`config.mk`:
```
export PLATFORM = sky130hd
export DESIGN_NAME = spi_stash_flat
export DESIGN_NICKNAME = d
export VERILOG_FILES = /design/src/rtl/spi_pkg.sv /design/src/rtl/spi_stash_if.sv /design/src/rtl/spi_stash_ram.sv /design/src/rtl/spi_stash.sv /design/src/flat_wrapper.sv
export SDC_FILE = /design/constraint.sdc
export NUM_CORES = 1
export LEC_CHECK = 0
export CELL_PAD_IN_SITES_DETAIL_PLACEMENT = 1
export CELL_PAD_IN_SITES_GLOBAL_PLACEMENT = 1
export CORE_MARGIN = 2
export CORE_UTILIZATION = 45
export DETAILED_ROUTE_END_ITERATION = 8
export PLACE_DENSITY_LB_ADDON = 0.08
export SLEW_MARGIN = 20
export SYNTH_ARGS = -nofsm -noshare
export SYNTH_HDL_FRONTEND = slang
export SYNTH_SLANG_ARGS = --single-unit
export TNS_END_PERCENT = 50
```
`constraint.sdc`:
```
create_clock -name CTRL_CLK -period 2.2 [get_ports CTRL_CLK]
set_input_delay 0.44 -clock CTRL_CLK [delete_from_list [all_inputs] [get_ports CTRL_CLK]]
set_output_delay 0.44 -clock CTRL_CLK [all_outputs]
set_load 0.1 [all_outputs]
```
`src/rtl/spi_pkg.sv`:
```
// Shared types and constants for the SPI stash slice.
package spi_pkg;

  localparam int SPI_BYTE_W    = 8;
  localparam int DEFAULT_DEPTH = 16;

  typedef enum logic [1:0] {
    IDLE,
    ARM,
    RUN,
    DONE
  } state_t;

endpackage

```
`src/rtl/spi_stash_if.sv`:
```
// Host-side bus of the SPI stash: TX writes, RX reads and the start/done handshake.
interface spi_stash_if #(
  parameter int AW = 4
);
  import spi_pkg::*;

  logic                  wr_en;
  logic [AW-1:0]         wr_addr;
  logic [SPI_BYTE_W-1:0] wr_data;
  logic [AW-1:0]         rd_addr;
  logic [SPI_BYTE_W-1:0] rd_data;
  logic                  start;
  logic [AW:0]           len;
  logic                  busy;
  logic                  done;

  modport slave (
    input  wr_en, wr_addr, wr_data, rd_addr, start, len,
    output rd_data, busy, done
  );

  modport master (
    output wr_en, wr_addr, wr_data, rd_addr, start, len,
    input  rd_data, busy, done
  );

endinterface

```
`src/rtl/spi_stash_ram.sv`:
```
// Byte RAM with one write port and one registered, enable-gated read port.
module spi_stash_ram
  import spi_pkg::*;
#(
  parameter int DEPTH = DEFAULT_DEPTH,
  parameter int AW    = 4
) (
  input  logic                  CTRL_CLK,
  input  logic                  NRST,
  input  logic                  we,
  input  logic [AW-1:0]         waddr,
  input  logic [SPI_BYTE_W-1:0] wdata,
  input  logic                  re,
  input  logic [AW-1:0]         raddr,
  output logic [SPI_BYTE_W-1:0] rdata
);

  logic [SPI_BYTE_W-1:0] mem [DEPTH];

  // Storage is deliberately left out of reset.
  always_ff @(posedge CTRL_CLK) begin
    if (we) mem[waddr] <= wdata;
  end

  // Read-before-write: a same-slot write shows up on the following read.
  always_ff @(posedge CTRL_CLK) begin
    if (!NRST)   rdata <= '0;
    else if (re) rdata <= mem[raddr];
  end

endmodule

```
`src/rtl/spi_stash.sv`:
```
// Byte stash between host and SPI master: TX bytes fed by the master's pointer,
// RX bytes captured on each pointer change, transfer gated by active-low ENABLE.
module spi_stash
  import spi_pkg::*;
#(
  parameter int DEPTH = DEFAULT_DEPTH,
  parameter int AW    = $clog2(DEPTH)
) (
  input  logic                  CTRL_CLK,
  input  logic                  NRST,
  spi_stash_if.slave            host,
  output logic                  ENABLE,
  output logic [SPI_BYTE_W-1:0] MOSI_data,
  input  logic [7:0]            stash_ptr,
  input  logic [SPI_BYTE_W-1:0] MISO_data
);

  localparam logic [AW:0] DEPTH_L = (AW+1)'(DEPTH);

  state_t                state;
  logic [7:0]            base;
  logic [7:0]            ptr_q;
  logic [AW:0]           count;
  logic [AW:0]           count_nx;
  logic [AW:0]           len_q;
  logic [AW:0]           len_sat;
  logic                  busy_q;
  logic                  done_q;
  logic                  ptr_event;
  logic                  tx_re;
  logic [AW-1:0]         tx_raddr;
  logic                  rx_we;
  logic [AW-1:0]         rx_waddr;
  logic [SPI_BYTE_W-1:0] rx_rdata;

  assign count_nx  = count + (AW+1)'(1);
  assign len_sat   = (host.len > DEPTH_L) ? DEPTH_L : host.len;
  assign ptr_event = (stash_ptr != ptr_q);

  // 8-bit offset truncated to AW bits keeps a 255->0 pointer wrap transparent.
  assign tx_re    = (state == ARM) || (state == RUN);
  assign tx_raddr = (state == ARM) ? '0 : AW'(stash_ptr - base);
  assign rx_we    = NRST && (state == RUN) && ptr_event;
  assign rx_waddr = AW'(ptr_q - base);

  assign host.busy    = busy_q;
  assign host.done    = done_q;
  assign host.rd_data = rx_rdata;

  always_ff @(posedge CTRL_CLK) begin
    if (!NRST) begin
      state  <= IDLE;
      base   <= '0;
      ptr_q  <= '0;
      count  <= '0;
      len_q  <= '0;
      busy_q <= 1'b0;
      done_q <= 1'b0;
      ENABLE <= 1'b1;
    end else begin
      done_q <= 1'b0;
      case (state)
        IDLE: begin
          if (host.start) begin
            busy_q <= 1'b1;
            if (host.len != '0) begin
              len_q <= len_sat;
              base  <= stash_ptr;
              ptr_q <= stash_ptr;
              count <= '0;
              state <= ARM;
            end else begin
              done_q <= 1'b1;
              state  <= DONE;
            end
          end
        end
        ARM: begin
          ENABLE <= 1'b0;
          state  <= RUN;
        end
        RUN: begin
          if (ptr_event) begin
            ptr_q <= stash_ptr;
            count <= count_nx;
            if (count_nx == len_q) begin
              ENABLE <= 1'b1;
              done_q <= 1'b1;
              state  <= DONE;
            end
          end
        end
        DONE: begin
          busy_q <= 1'b0;
          state  <= IDLE;
        end
        default: state <= IDLE;
      endcase
    end
  end

  spi_stash_ram #(.DEPTH(DEPTH), .AW(AW)) u_tx_ram (
    .CTRL_CLK (CTRL_CLK),
    .NRST     (NRST),
    .we       (host.wr_en),
    .waddr    (host.wr_addr),
    .wdata    (host.wr_data),
    .re       (tx_re),
    .raddr    (tx_raddr),
    .rdata    (MOSI_data)
  );

  spi_stash_ram #(.DEPTH(DEPTH), .AW(AW)) u_rx_ram (
    .CTRL_CLK (CTRL_CLK),
    .NRST     (NRST),
    .we       (rx_we),
    .waddr    (rx_waddr),
    .wdata    (MISO_data),
    .re       (1'b1),
    .raddr    (host.rd_addr),
    .rdata    (rx_rdata)
  );

endmodule

```
`src/flat_wrapper.sv`:
```
// flat-port wrapper written by rule: the top's interface ports become plain ports
module spi_stash_flat import spi_pkg::*;
#(
  parameter int DEPTH = DEFAULT_DEPTH,
  parameter int AW    = $clog2(DEPTH)
)
  (CTRL_CLK, NRST, ENABLE, MOSI_data, stash_ptr, MISO_data, host_wr_en, host_wr_addr, host_wr_data, host_rd_addr, host_start, host_len, host_rd_data, host_busy, host_done);
  spi_stash_if #(.AW(AW)) host_i ();
  input  logic CTRL_CLK;
  input  logic NRST;
  output logic ENABLE;
  output logic [SPI_BYTE_W-1:0] MOSI_data;
  input  logic [7:0] stash_ptr;
  input  logic [SPI_BYTE_W-1:0] MISO_data;
  input wire logic [$bits(host_i.wr_en)-1:0] host_wr_en;
  input wire logic [$bits(host_i.wr_addr)-1:0] host_wr_addr;
  input wire logic [$bits(host_i.wr_data)-1:0] host_wr_data;
  input wire logic [$bits(host_i.rd_addr)-1:0] host_rd_addr;
  input wire logic [$bits(host_i.start)-1:0] host_start;
  input wire logic [$bits(host_i.len)-1:0] host_len;
  output wire logic [$bits(host_i.rd_data)-1:0] host_rd_data;
  output wire logic [$bits(host_i.busy)-1:0] host_busy;
  output wire logic [$bits(host_i.done)-1:0] host_done;
  assign host_i.wr_en = host_wr_en;
  assign host_i.wr_addr = host_wr_addr;
  assign host_i.wr_data = host_wr_data;
  assign host_i.rd_addr = host_rd_addr;
  assign host_i.start = host_start;
  assign host_i.len = host_len;
  assign host_rd_data = host_i.rd_data;
  assign host_busy = host_i.busy;
  assign host_done = host_i.done;
  spi_stash #(.DEPTH(DEPTH), .AW(AW)) u_core (.CTRL_CLK(CTRL_CLK), .NRST(NRST), .host(host_i), .ENABLE(ENABLE), .MOSI_data(MOSI_data), .stash_ptr(stash_ptr), .MISO_data(MISO_data));
endmodule
```
==> impl_results.md <==
* Outcome: complete, but fails checks
* Violated checks: design-rule violations, negative setup slack
* Transition time at the pin with the least slew margin at 0.752 ns
* Async S/R FF share, synth at 0
* Total standard cell area after synthesis at ~12000 µm²
* Data arrival, critical path at ~2.7 ns
* Core box area at 26100 µm²
* Die boundary width at approximately 170 µm
* Area leader, netlist: edfxtp_1
* Delay contributed by the slowest stage of the critical path at about 0.54 ns
* Ranking of synthesized cells by area: edfxtp_1, mux4_2, dfxtp_1
* Drt first-iter violations at between 400 and 500
* DRT met1 WL at about 12 mm
* Number of stages on the worst hold path at 4
* Number of buffers and inverters on the critical path at 2
* Type of the worst setup path: flip-flop to flip-flop
* Overall power at around 17 mW
* Slew Limit Fails at 0
* I/O Buffers at 59
* H-tree levels at 1
* R2R Setup Slk at -0.04 ns
* CTS clk-pin slew, worst paths at ~0.060 ns
* Start point of the critical path: u_core.base[1]
* Met2 Routed Length at ~16 mm
* Required time of the worst setup path at 2.64 ns
* Clock period minus worst slack at roughly 2.2 ns
* Number of synthesized flops with an enable pin at between 200 and 300
* Reg2Reg Capture Point: u_core.u_tx_ram.rdata[4]
* Setup Viol. Count Final at 29
* GRT Resource Usage Total at 0.219
* Final hold violation count at 0
* Cell with the most instances on the worst path: nand4_1
* Die Outline Area at 28000 µm²
* Non-Filler Instances at roughly 1300
* Minimum setup slack in the final design at -0.0423 ns
* Worst reg2reg path startpoint: u_core.base[1]
* Top layer in use: met4
* Fraction of layout cells with a size suffix above 1 at 0.280
* Antenna violations before repair at 0
* Cell area power density at approximately 1100 nW/µm²
* Root buf cell: clkbuf_16
* Maximum vdd drop at about 0.7 mV
* Synthesized area divided by synthesized cell count at 15.4 µm²
* Synth Register Bits at between 200 and 300
* Post-synth net total at 833
* Sequential area share after synthesis at 0.713
* RSZ-0062 raised after global routing: true
* Post-layout util at 0.577
* Share of the synthesized area in the top cell type at 0.641
* Maximum number of pins on one net before global-route repair at 33
* CTS tree: built
* Element type at the critical path start: flip-flop
* Clock Sinks at 299
* Slowest CP cell: or4_4
* TritonCTS buffer count at 31
* DRC violation count after routing at 4
* Cell family contributing the most delay on the critical path: simple AND/OR/NAND/NOR gates
* Number of vias per cell at 5.58
* Area overhead of the layout relative to synthesis at 25.6%
* Clock tree skew after final layout at approximately 0.010 ns
* Core Rows at 59
* Met3 wire len at ~1.2 mm
* Achievable frequency at 0.446 GHz
* Worst hold start: stash_ptr[0]
* Max Fanout on Critical Path at 8
* Total negative setup slack at -0.446 ns
* Routability congestion estimate from global placement at ~0.80
* Fraction of the cycle the final worst path needs at 1.02
* Total global routing overflow at 0
* Worst Reg-to-Reg Cells at 9
* Crit path cell chain: inv_4, buf_6, ha_4, nor2b_4, o21a_1, or4_4, and4_4, nand4_1, nand4_1
* Minimum setup slack after placement at -0.719 ns
* Most used standard cell by instance count after synthesis: edfxtp_1
* Detailed-route wire length at about 30 mm
* Hold EP: u_core.ptr_q[0]
* Antenna diode count at 0
* First drt pass iteration count at 6
* Initial cell density of the core at 0.459
* Total of max-cap violations at 0
* Count of mapped cells out of synthesis at between 700 and 800
* Clk_lat worst skew at between 0.5 and 0.6 ns
* Count of boundary I/O pins at 60
* Die height at 167 µm
* Most common library cells after synthesis: edfxtp_1, nand2_1, nand3_1, nor2_1, dfxtp_1
* Leakage power total at between 5 and 6 nW
* First-pass GRT wire length at 46.6 mm
* Vias in the first global route at 8042
* NumNets Final at 981
* Worst min path class: input pin to flip-flop
* Sum of net half-perimeters after detailed placement at between 20 and 25 mm
* Detailed-route via count at 7185
* Detail-routed net length per standard cell at between 20 and 25 µm
* Placed cell count at ~1200
* Number of buffers on the longest clock path at 3
* Tightest slew margin relative to the limit at 0.497
* Yosys cell types at 49
* Antenna violation net count after detailed routing at 0
* Yosys warnings at 0
* Most instantiated flip-flop cell in the synthesis netlist: edfxtp_1
* Crit. End Element: flip-flop
## power breakdown
part / internal [mW] / switching (mW) / leakage, nW
logic: 1.85 / 2.82 / 2.04
clock network: 3.27 / 2.12 / 0.519
registers: 6.43 / 0.160 / 2.66
## registers in the layout, summed over array words and instances, names as in the netlist
signal and count:
u_core.u_rx_ram.mem 128, u_core.u_tx_ram.mem 128, u_core.ptr_q 8, u_core.u_rx_ram.rdata 8, u_core.u_tx_ram.rdata 8, u_core.count 5, u_core.len_q 5, u_core.base 4
u_core.state 2, u_core.ENABLE 1, u_core.host.busy 1, u_core.host.done 1
## worst max path at each step
stage	end	slack (ns)	cells past startpoint
floorplan	u_core.u_rx_ram.mem[0][0]	-0.13	7
global placement	u_core.u_tx_ram.rdata[6]	-0.66	12
detailed placement	u_core.u_rx_ram.mem[10][3]	-0.72	7
CTS	u_core.u_tx_ram.rdata[6]	-0.05	12
global route	u_core.u_rx_ram.mem[12][5]	-0.11	9
finish	u_core.u_tx_ram.rdata[4]	-0.04	9
## cell families (layout without fill, tap and decap cells)
| kind of cell | count (synthesis) | after routing | share of synthesized area |
|---|---|---|---|
| DFF | 299 | 299 | 0.713 |
| and+or+nand+nor | 282 | 282 | 0.110 |
| muxes | 68 | 68 | 0.0986 |
| AOI/OAI and AO/OA | 54 | 54 | 0.0327 |
| buffers and inverters | 44 | 217 | 0.0171 |
| xor gates and xnor gates | 19 | 19 | 0.0145 |
| adders and majority gates | 13 | 13 | 0.0148 |
## stage by stage
stage	instance area (µm²)	hold WS, ns
final	15100	0.407
after global routing	15100	0.452
after CTS	14900	0.397
after detailed placement	13500	0.466
after global placement	13500	0.470
after floorplan	12100	0.445
## worst register-to-register path, delay by kind of cell, from the launching register on
kind            cells  cell delay [ns]
simple gates        5             1.18
flops               1             0.35
compound gates      1             0.22
fa+ha+maj           1             0.20
buf+inv             2             0.18
## placed cells by master (no fill, tap or decap), drive strengths merged, types with 4 or more instances in the layout
cell type      netlist  layout
a21oi               12      12
and2                 8       8
buf                 16     108
bufinv               0       5
clkbuf              16      41
clkdlybuf4s50        0      37
clkinv               0      10
dfxtp               43      43
edfxtp             256     256
ha                  11      11
inv                 12      14
mux2i               27      27
mux4                40      40
nand2               95      95
nand2b               9       9
nand3               61      61
nand4               19      19
nor2                62      62
nor2b                4       4
nor3                 7       7
o21ai                9       9
o221ai              16      16
xnor2               13      13
xor2                 6       6
## layout make-up
class	count	area (µm²)
inverter	12	47.5
clock buffer	41	843
timing repair buffer	147	1420
multi-input combinational	436	3570
tap	335	419
fill	2484	11100
clock inverter	17	211
sequential	299	8560
## routing by layer
layer | vias up | track usage
met5 | - | 0
met4 | 0 | 0.0760
met3 | 68 | 0.0310
met2 | 175 | 0.407
met1 | 3672 | 0.262
li1 | 3270 | -
## timing repair
action                     in CTS  in global routing
hold buffers                    0                  0
setup buffers                   3                  1
setup endpoints to repair     136                137
pin swaps                      30                 30
cloned                          3                  0
gates resized for setup        61                 35
Note: power is estimated with default switching activity, not from simulation.
